$ cat config.mk
export PLATFORM = sky130hd
export DESIGN_NAME = threshold_cutter_writer
export DESIGN_NICKNAME = d
export VERILOG_FILES = /design/src/rtl/threshold_cutter_writer.sv
export SDC_FILE = /design/constraint.sdc
export NUM_CORES = 1
export LEC_CHECK = 0
export BUFFER_PORTS_ARGS = -buffer_cell sky130_fd_sc_hd__buf_2
export CAP_MARGIN = 15
export CORE_MARGIN = 2
export CORE_UTILIZATION = 45
export DETAILED_ROUTE_END_ITERATION = 6
export PLACE_DENSITY = 0.69
export SYNTH_ARGS = -nofsm -noshare
export SYNTH_HDL_FRONTEND = slang
export SYNTH_SLANG_ARGS = --single-unit
$ cat constraint.sdc
create_clock -name clk -period 4.1 [get_ports clk]
set_input_delay 0.41 -clock clk [delete_from_list [all_inputs] [get_ports clk]]
set_output_delay 0.41 -clock clk [all_outputs]
set_load 0.01 [all_outputs]
$ cat src/rtl/threshold_cutter_writer.sv
// Threshold-triggered segment writer: cuts fixed-length blocks into a ring of RAM blocks.
// Optional CUTTER_HOLDOFF_EN: ignore triggers for HOLDOFF_LEN valid samples after each commit.
module threshold_cutter_writer #(
    parameter int BLOCK_NUM_INDEX   = 6,
    parameter int BLOCK_DEPTH_INDEX = 9,
    parameter int BLOCK_WIDTH       = 32,
    parameter int HOLDOFF_LEN       = 256
) (
    input  logic                                     clk,
    input  logic                                     rst_n,
    input  logic                                     cut_en,
    input  logic [BLOCK_WIDTH-1:0]                   threshold,
    input  logic                                     sample_valid,
    input  logic [BLOCK_WIDTH-1:0]                   sample_data,
    input  logic                                     block_release,
    output logic                                     bram_wen,
    output logic [BLOCK_WIDTH-1:0]                   bram_data_i,
    output logic [BLOCK_NUM_INDEX+BLOCK_DEPTH_INDEX-1:0] bram_waddr,
    output logic                                     block_done,
    output logic [BLOCK_NUM_INDEX-1:0]               done_block_idx,
    output logic [BLOCK_NUM_INDEX:0]                 blocks_used,
    output logic                                     ring_full,
    output logic                                     overflow
);
    localparam int NI = BLOCK_NUM_INDEX;
    localparam int DI = BLOCK_DEPTH_INDEX;
    localparam int W  = BLOCK_WIDTH;
    localparam logic [DI-1:0] LAST_WORD = '1;
    localparam logic [DI-1:0] PTR_ONE   = DI'(1);
    localparam logic [NI-1:0] BLK_ONE   = NI'(1);
    localparam logic [NI:0]   USED_ONE  = (NI+1)'(1);
    localparam logic [NI:0]   USED_FULL = {1'b1, {NI{1'b0}}};
    localparam logic [W:0]    MAG_ONE   = (W+1)'(1);

    typedef enum logic [1:0] {IDLE, CAPTURE, HOLDOFF} state_e;

    state_e                state_q, state_d;
    logic [NI-1:0]         wr_blk_q, wr_blk_d;
    logic [DI-1:0]         wr_ptr_q, wr_ptr_d;
    logic [NI-1:0]         rd_blk_q, rd_blk_d;
    logic [NI:0]           used_q, used_d;
    logic                  ovf_q, ovf_d;
    logic                  wen_q, wen_d;
    logic [NI+DI-1:0]      waddr_q, waddr_d;
    logic [W-1:0]          wdata_q, wdata_d;
    logic                  done_q, done_d;
    logic [NI-1:0]         done_idx_q, done_idx_d;
    logic                  commit, release_ok;
    logic [W:0]            mag;
    logic                  trigger;
    logic                  unused_ok;

    // One extra bit keeps |most-negative| representable.
    assign mag       = sample_data[W-1] ? ({1'b0, ~sample_data} + MAG_ONE) : {1'b0, sample_data};
    assign trigger   = sample_valid & cut_en & (mag >= {1'b0, threshold});
    assign ring_full = (used_q == USED_FULL);

`ifdef CUTTER_HOLDOFF_EN
    localparam int HW = (HOLDOFF_LEN > 1) ? $clog2(HOLDOFF_LEN) : 1;
    localparam logic [HW-1:0] HOLD_LAST = HW'(HOLDOFF_LEN - 1);
    localparam logic [HW-1:0] HOLD_ONE  = HW'(1);
    logic [HW-1:0] hold_cnt_q, hold_cnt_d;

    always_ff @(posedge clk or negedge rst_n) begin
        if (!rst_n) hold_cnt_q <= '0;
        else        hold_cnt_q <= hold_cnt_d;
    end
    assign unused_ok = ^rd_blk_q;
`else
    assign unused_ok = ^{rd_blk_q, HOLDOFF_LEN[0]};
`endif

    always_comb begin
        state_d    = state_q;
        wr_blk_d   = wr_blk_q;
        wr_ptr_d   = wr_ptr_q;
        ovf_d      = ovf_q;
        wen_d      = 1'b0;
        waddr_d    = waddr_q;
        wdata_d    = wdata_q;
        done_d     = 1'b0;
        done_idx_d = done_idx_q;
        commit     = 1'b0;
`ifdef CUTTER_HOLDOFF_EN
        hold_cnt_d = hold_cnt_q;
`endif
        case (state_q)
            IDLE: begin
                if (trigger) begin
                    if (ring_full) begin
                        ovf_d = 1'b1;
                    end else begin
                        wen_d    = 1'b1;
                        waddr_d  = {wr_blk_q, wr_ptr_q};
                        wdata_d  = sample_data;
                        wr_ptr_d = wr_ptr_q + PTR_ONE;
                        state_d  = CAPTURE;
                    end
                end
            end
            CAPTURE: begin
                if (!cut_en) begin
                    // Abort: partial words stay in RAM and get overwritten later.
                    wr_ptr_d = '0;
                    state_d  = IDLE;
                end else if (sample_valid) begin
                    wen_d   = 1'b1;
                    waddr_d = {wr_blk_q, wr_ptr_q};
                    wdata_d = sample_data;
                    if (wr_ptr_q == LAST_WORD) begin
                        commit     = 1'b1;
                        done_d     = 1'b1;
                        done_idx_d = wr_blk_q;
                        wr_blk_d   = wr_blk_q + BLK_ONE;
                        wr_ptr_d   = '0;
`ifdef CUTTER_HOLDOFF_EN
                        hold_cnt_d = '0;
                        state_d    = HOLDOFF;
`else
                        state_d    = IDLE;
`endif
                    end else begin
                        wr_ptr_d = wr_ptr_q + PTR_ONE;
                    end
                end
            end
`ifdef CUTTER_HOLDOFF_EN
            HOLDOFF: begin
                if (!cut_en) begin
                    hold_cnt_d = '0;
                    state_d    = IDLE;
                end else if (sample_valid) begin
                    if (hold_cnt_q == HOLD_LAST) begin
                        hold_cnt_d = '0;
                        state_d    = IDLE;
                    end else begin
                        hold_cnt_d = hold_cnt_q + HOLD_ONE;
                    end
                end
            end
`endif
            default: state_d = IDLE;
        endcase
    end

    // A release arriving with a commit cancels it out in the occupancy count.
    always_comb begin
        release_ok = block_release & (used_q != '0);
        used_d     = used_q;
        rd_blk_d   = rd_blk_q;
        if (release_ok) rd_blk_d = rd_blk_q + BLK_ONE;
        case ({commit, release_ok})
            2'b10:   used_d = used_q + USED_ONE;
            2'b01:   used_d = used_q - USED_ONE;
            default: used_d = used_q;
        endcase
    end

    always_ff @(posedge clk or negedge rst_n) begin
        if (!rst_n) begin
            state_q    <= IDLE;
            wr_blk_q   <= '0;
            wr_ptr_q   <= '0;
            rd_blk_q   <= '0;
            used_q     <= '0;
            ovf_q      <= 1'b0;
            wen_q      <= 1'b0;
            waddr_q    <= '0;
            wdata_q    <= '0;
            done_q     <= 1'b0;
            done_idx_q <= '0;
        end else begin
            state_q    <= state_d;
            wr_blk_q   <= wr_blk_d;
            wr_ptr_q   <= wr_ptr_d;
            rd_blk_q   <= rd_blk_d;
            used_q     <= used_d;
            ovf_q      <= ovf_d;
            wen_q      <= wen_d;
            waddr_q    <= waddr_d;
            wdata_q    <= wdata_d;
            done_q     <= done_d;
            done_idx_q <= done_idx_d;
        end
    end

    assign bram_wen       = wen_q;
    assign bram_waddr     = waddr_q;
    assign bram_data_i    = wdata_q;
    assign block_done     = done_q;
    assign done_block_idx = done_idx_q;
    assign blocks_used    = used_q;
    assign overflow       = ovf_q;
endmodule

# Word-level counts from Yosys, hierarchy flattened
# Index checks and enable logic that the tools add are counted.
# totals
register_bits,80
out_inout_bits,64
# op_classes
n_addsub,5
magnitude_cmp,1
n_eq_ne,11
n_mux,33
bitwise_logic,4
reduce_logical,9
# op_table
cell,n
$mux W32,4
$pmux W32 S2,1
$mux W15,4
$mux W9,5
$add A32 B1 Y33 const B,1
$ge A33 B32 Y1,1
$mux W33,1
$not A32 Y32,1
$pmux W15 S2,1
$pmux W9 S2,1
$pmux W7 S2,1
$reduce_and A4 Y1,3
$mux W2,5
$add A9 B1 Y9 const B,1
$eq A9 B9 Y1 const B,1
$mux W1,8
$ne A2 B2 Y1 const B,4
$add A7 B1 Y7 const B,1
$eq A7 B7 Y1 const B,1
$reduce_bool A7 Y1,1
$sub A7 B1 Y7 const B,1
$add A6 B1 Y6 const B,1
$ne A3 B3 Y1 const B,2
$reduce_and A5 Y1,1
8 further kinds,12

# Longest topological paths before layout
# logic_depth
depth_word,7
mapped_depth,19
depth_no_buf,16

# Least setup slack after synthesis
# No wires, ideal clock.
# synth_timing
path_kind,input to register
start,in sample_data[0]
end,reg wdata_q[10] (netlist: bram_data_i[10])
setup_time_ns,0.125
arrival_time_ns,4.456
t_required_ns,3.975
path_slack_ns,-0.480
path_stages,17
path_cell_list,or4_1 > or3_4 > nand2b_4 > or4_4 > nand2b_4 > o21ai_1 > xnor2_1 > ha_1 > a21oi_1 > nand2_1 > a221oi_1 > o2111ai_1 > a2111oi_0 > nor2_1 > buf_2 > buf_4 > mux2_2
# synth_between
elab_chain_cells,7
# synth_lines
item,line_no,rtl
from (decl),14,"input logic [BLOCK_WIDTH-1:0] sample_data,"
$not A32 Y32,54,"assign mag = sample_data[W-1] ? ({1'b0, ~sample_data} + MAG_ONE) : {1'b0, sample_data};"
$add A32 B1 Y33,54,
$mux W33 (*),54,
$ge A33 B32 Y1 (*),55,"assign trigger = sample_valid & cut_en & (mag >= {1'b0, threshold});"
$and A1 B1 Y1 (*),55,
$ne A2 B2 Y1 (no line) (*),n/a,
$reduce_and A5 Y1 (no line) (*),n/a,
to (signal assigned),181,wdata_q <= wdata_d;
to (decl),45,"logic [W-1:0] wdata_q, wdata_d;"
# Mark *: on every way between the ends. The rest lies on a longest branch, timed or not.
# A chain may end at the register's enable or synchronous reset.

# Worst setup path in the final report
# layout_timing
start,in sample_data[0]
end,reg wr_ptr_q[1]
# layout_between
elab_chain_cells,7
# layout_lines
item,line_no,rtl
$not A32 Y32,54,
$add A32 B1 Y33,54,
$mux W33 (*),54,
$ge A33 B32 Y1 (*),55,
$and A1 B1 Y1 (*),55,
$ne A2 B2 Y1 (no line) (*),n/a,
$reduce_and A4 Y1 (no line) (*),n/a,
to (signal assigned),175,wr_ptr_q <= wr_ptr_d;
to (decl),39,"logic [DI-1:0] wr_ptr_q, wr_ptr_d;"
# Marked as above.

==> results.json <==
{
  "cts_tree": "done",
  "syn_area_um2": 4940,
  "clock_sinks": 79,
  "initialDrtViolationCount": 185,
  "nets": 793,
  "cts_buffer_depth": 2,
  "worst-path-max-fanout": 4,
  "violations": "setup timing",
  "ir_drop_uv": 347,
  "synth-edff-count": 0,
  "viasPerCell": 5.28,
  "pin_count": 133,
  "antenna_found_initial": 0,
  "layout-drive-gt1-share_pct": 44.5,
  "synth_cell_type_count": 54,
  "final_cell_area_um2": 6690,
  "min_period_ns": 4.38,
  "hp-class": "primary input to asynchronous set/reset pin",
  "ys_seq_elements": 79,
  "yosys_warnings": 0,
  "required_ns": 4.35,
  "fp.dieH_um": 109,
  "dieArea_um2": 11800,
  "die-width_um": 109,
  "report.final.slew_viol_count": 0,
  "tightest_slew_ns": 1.01,
  "multi_input_area_um2": 2940,
  "p_leak_nw": 3.37,
  "cap_violations": 0,
  "async_flop_share_pct": 100,
  "ant_nets": 0,
  "rsz0062_at_grt": "true",
  "cts.clk_slew.worst_paths_ns": 0.08,
  "wl_per_cell_um": 15.4,
  "mostFrequentLayoutCell": "buf_2",
  "area_growth_syn_to_layout_pct": 35.3,
  "power.density_nw_per_um2": 423,
  "fmax_mhz": 228,
  "syn_nets": 599,
  "outcome": "finished with violations",
  "grtUsageTotal_pct": 22.1,
  "n_antenna_cell": 0,
  "final-setup-viol-count": 57,
  "grt_pass1_vias": 4330,
  "postCtsHoldBufs": 0,
  "dr.pass1.iters": 4,
  "crit_path_end_kind": "flip-flop",
  "grtUsageMet2_pct": 36.7,
  "post-place-cells": 798,
  "num-fill-cells": 891,
  "syn_inst": 487,
  "route.vias.total": 4362,
  "core_um2": 10800,
  "grt_busiest_layer": "met2",
  "max-slew-margin-rel_pct": 32.7,
  "start_util_pct": 45.8,
  "gp_congestion": 0.927,
  "drc": 0,
  "h-tree-depth": 3,
  "avgSynthCellArea_um2": 10.1,
  "grt_pass1_wl_mm": 20.5,
  "overflow": 0,
  "cts_root_buffer": "clkbuf_8",
  "holdWs_ns": 0.215,
  "grtUsageMet3_pct": 3.65,
  "seq_area_frac_synth_pct": 40.0,
  "final_cells": 826,
  "hold_violations": 0,
  "numCtsBuffers": 9,
  "synth-main-ff-cell": "dfrtp_1",
  "final_cell_mix": "buf_2, dfrtp_1, buf_4",
  "ff_latch_area_um2": 1980,
  "clk_latency_ns": 0.35,
  "cp_data_arrival_time_ns": 4.63,
  "pre_cts_ws_ns": -0.622,
  "use_met1_pct": 28.8,
  "setup_ws_ns": -0.283,
  "fin_worst_skew_ns": 0.00768,
  "period_share_pct": 107,
  "cp-start-kind": "primary input",
  "wl_mm": 12.7,
  "critical_path_class": "primary input to flip-flop",
  "grt_max_degree": 80,
  "row_count": 38,
  "place.detailed.hpwl_mm": 9.31,
  "placement.cell_area_um2": 6180,
  "port_buffers": 132
}
final timing paths:
path                                 from              end  slack (ns)  cells after the start
max                        sample_data[0]      wr_ptr_q[1]       -0.28                     17
min                                 rst_n    bram_waddr[2]        0.21                      1
max reg2reg                   wr_ptr_q[0]   blocks_used[6]        0.42                     16
min reg2reg                      overflow         overflow        0.47                      2
max in group asynchronous           rst_n  bram_data_i[10]        3.22                      1
min in group clk                   cut_en       state_q[0]        0.34                      2
sequential cells by signal, summed over array words and instances, names as in the netlist:
signal / count
bram_data_i: 32
wr_ptr_q: 9
wr_blk_q: 6
blocks_used: 7
done_block_idx: 6
bram_waddr: 15
bram_wen: 1
state_q: 1
block_done: 1
overflow: 1
synth_stat cells, types with 2 or more instances:
master / instances / area, um^2
a2111oi_0: 2 / 17.5
a211oi_1: 3 / 22.5
a21boi_0: 4 / 30.0
a21o_1: 3 / 22.5
a21oi_1: 15 / 75.1
a31oi_1: 2 / 12.5
and3_1: 8 / 50.1
buf_2: 4 / 20.0
buf_4: 2 / 15.0
clkbuf_1: 7 / 26.3
dfrtp_1: 79 / 1980
ha_1: 42 / 526
inv_1: 46 / 173
mux2_2: 48 / 541
nand2_1: 47 / 176
nand2b_1: 3 / 18.8
nand2b_4: 2 / 27.5
nand3_1: 7 / 35.0
nand4_1: 10 / 62.6
nor2_1: 20 / 75.1
nor2b_1: 2 / 12.5
nor3_1: 4 / 20.0
nor4_1: 3 / 18.8
o21a_1: 2 / 15.0
o21ai_0: 28 / 140
o31ai_1: 16 / 120
o31ai_2: 2 / 25.0
o41ai_1: 5 / 43.8
or2_2: 3 / 18.8
or3_1: 2 / 12.5
or3b_2: 2 / 17.5
or4_1: 5 / 37.5
xnor2_1: 36 / 315
xor2_1: 3 / 26.3
worst max-delay path, stage by stage:
cell       delay [ns]
buf_6            0.09
or4_4            0.52
or3_4            0.36
nand2b_4         0.15
or4_4            0.45
nand2b_4         0.18
o21ai_2          0.14
xnor2_1          0.13
ha_1             0.30
a21oi_2          0.21
nand2_2          0.10
a221oi_4         0.30
o2111ai_2        0.21
buf_4            0.20
a2111oi_4        0.38
or2_4            0.20
mux2_4           0.29
per-layer routing:
layer	part of all wire [%]	vias to the layer above
li1	-	2109
met1	45	2112
met2	48	122
met3	4.9	19
met4	2.2	0
met5	0	-
cell families (layout without fill, tap and decap cells):
logic type      after synthesis  in the layout  synth area share (%)
buf+inv                      61            260                  4.89
simple gates                127            127                  13.8
xor+xnor                     39             39                  6.91
mux                          48             48                  10.9
compound gates               90             90                  12.4
flops                        79             79                  40.0
fa+ha+maj                    43             43                  11.0
report_power, final:
group          leakage, nW  total [mW]  switching, mW  internal (mW)
logic                 2.26        1.09          0.539          0.548
registers             1.01        1.15          0.160          0.992
clock network       0.0997       0.588          0.289          0.298
final cells by class:
type / count / area share [%]
clock buffers: 11 / 2.11
well taps: 140 / 2.62
clock inverters: 5 / 0.842
inverters: 47 / 2.64
repair buffers: 197 / 18.2
multi-input cells: 347 / 44.0
flip-flops and latches: 79 / 29.6
per-stage QoR:
stage	util [%]	TNS, ns	total power [mW]
global route	61.9	-18.07	3.02
global placement	57.3	-30.60	2.15
finish	61.9	-10.91	2.83
CTS	61.2	-5.27	2.83
floorplan	-	-13.94	1.74
detailed placement	57.3	-33.64	2.20
repair_timing:
action                                  4_1_cts  5_1_grt
buffers inserted                             10        4
endpoints found under the setup margin       56       60
resized for setup                            34       12
pin swaps                                    14       10
cloned                                        0        0
Power figures use the tool's default switching activity.
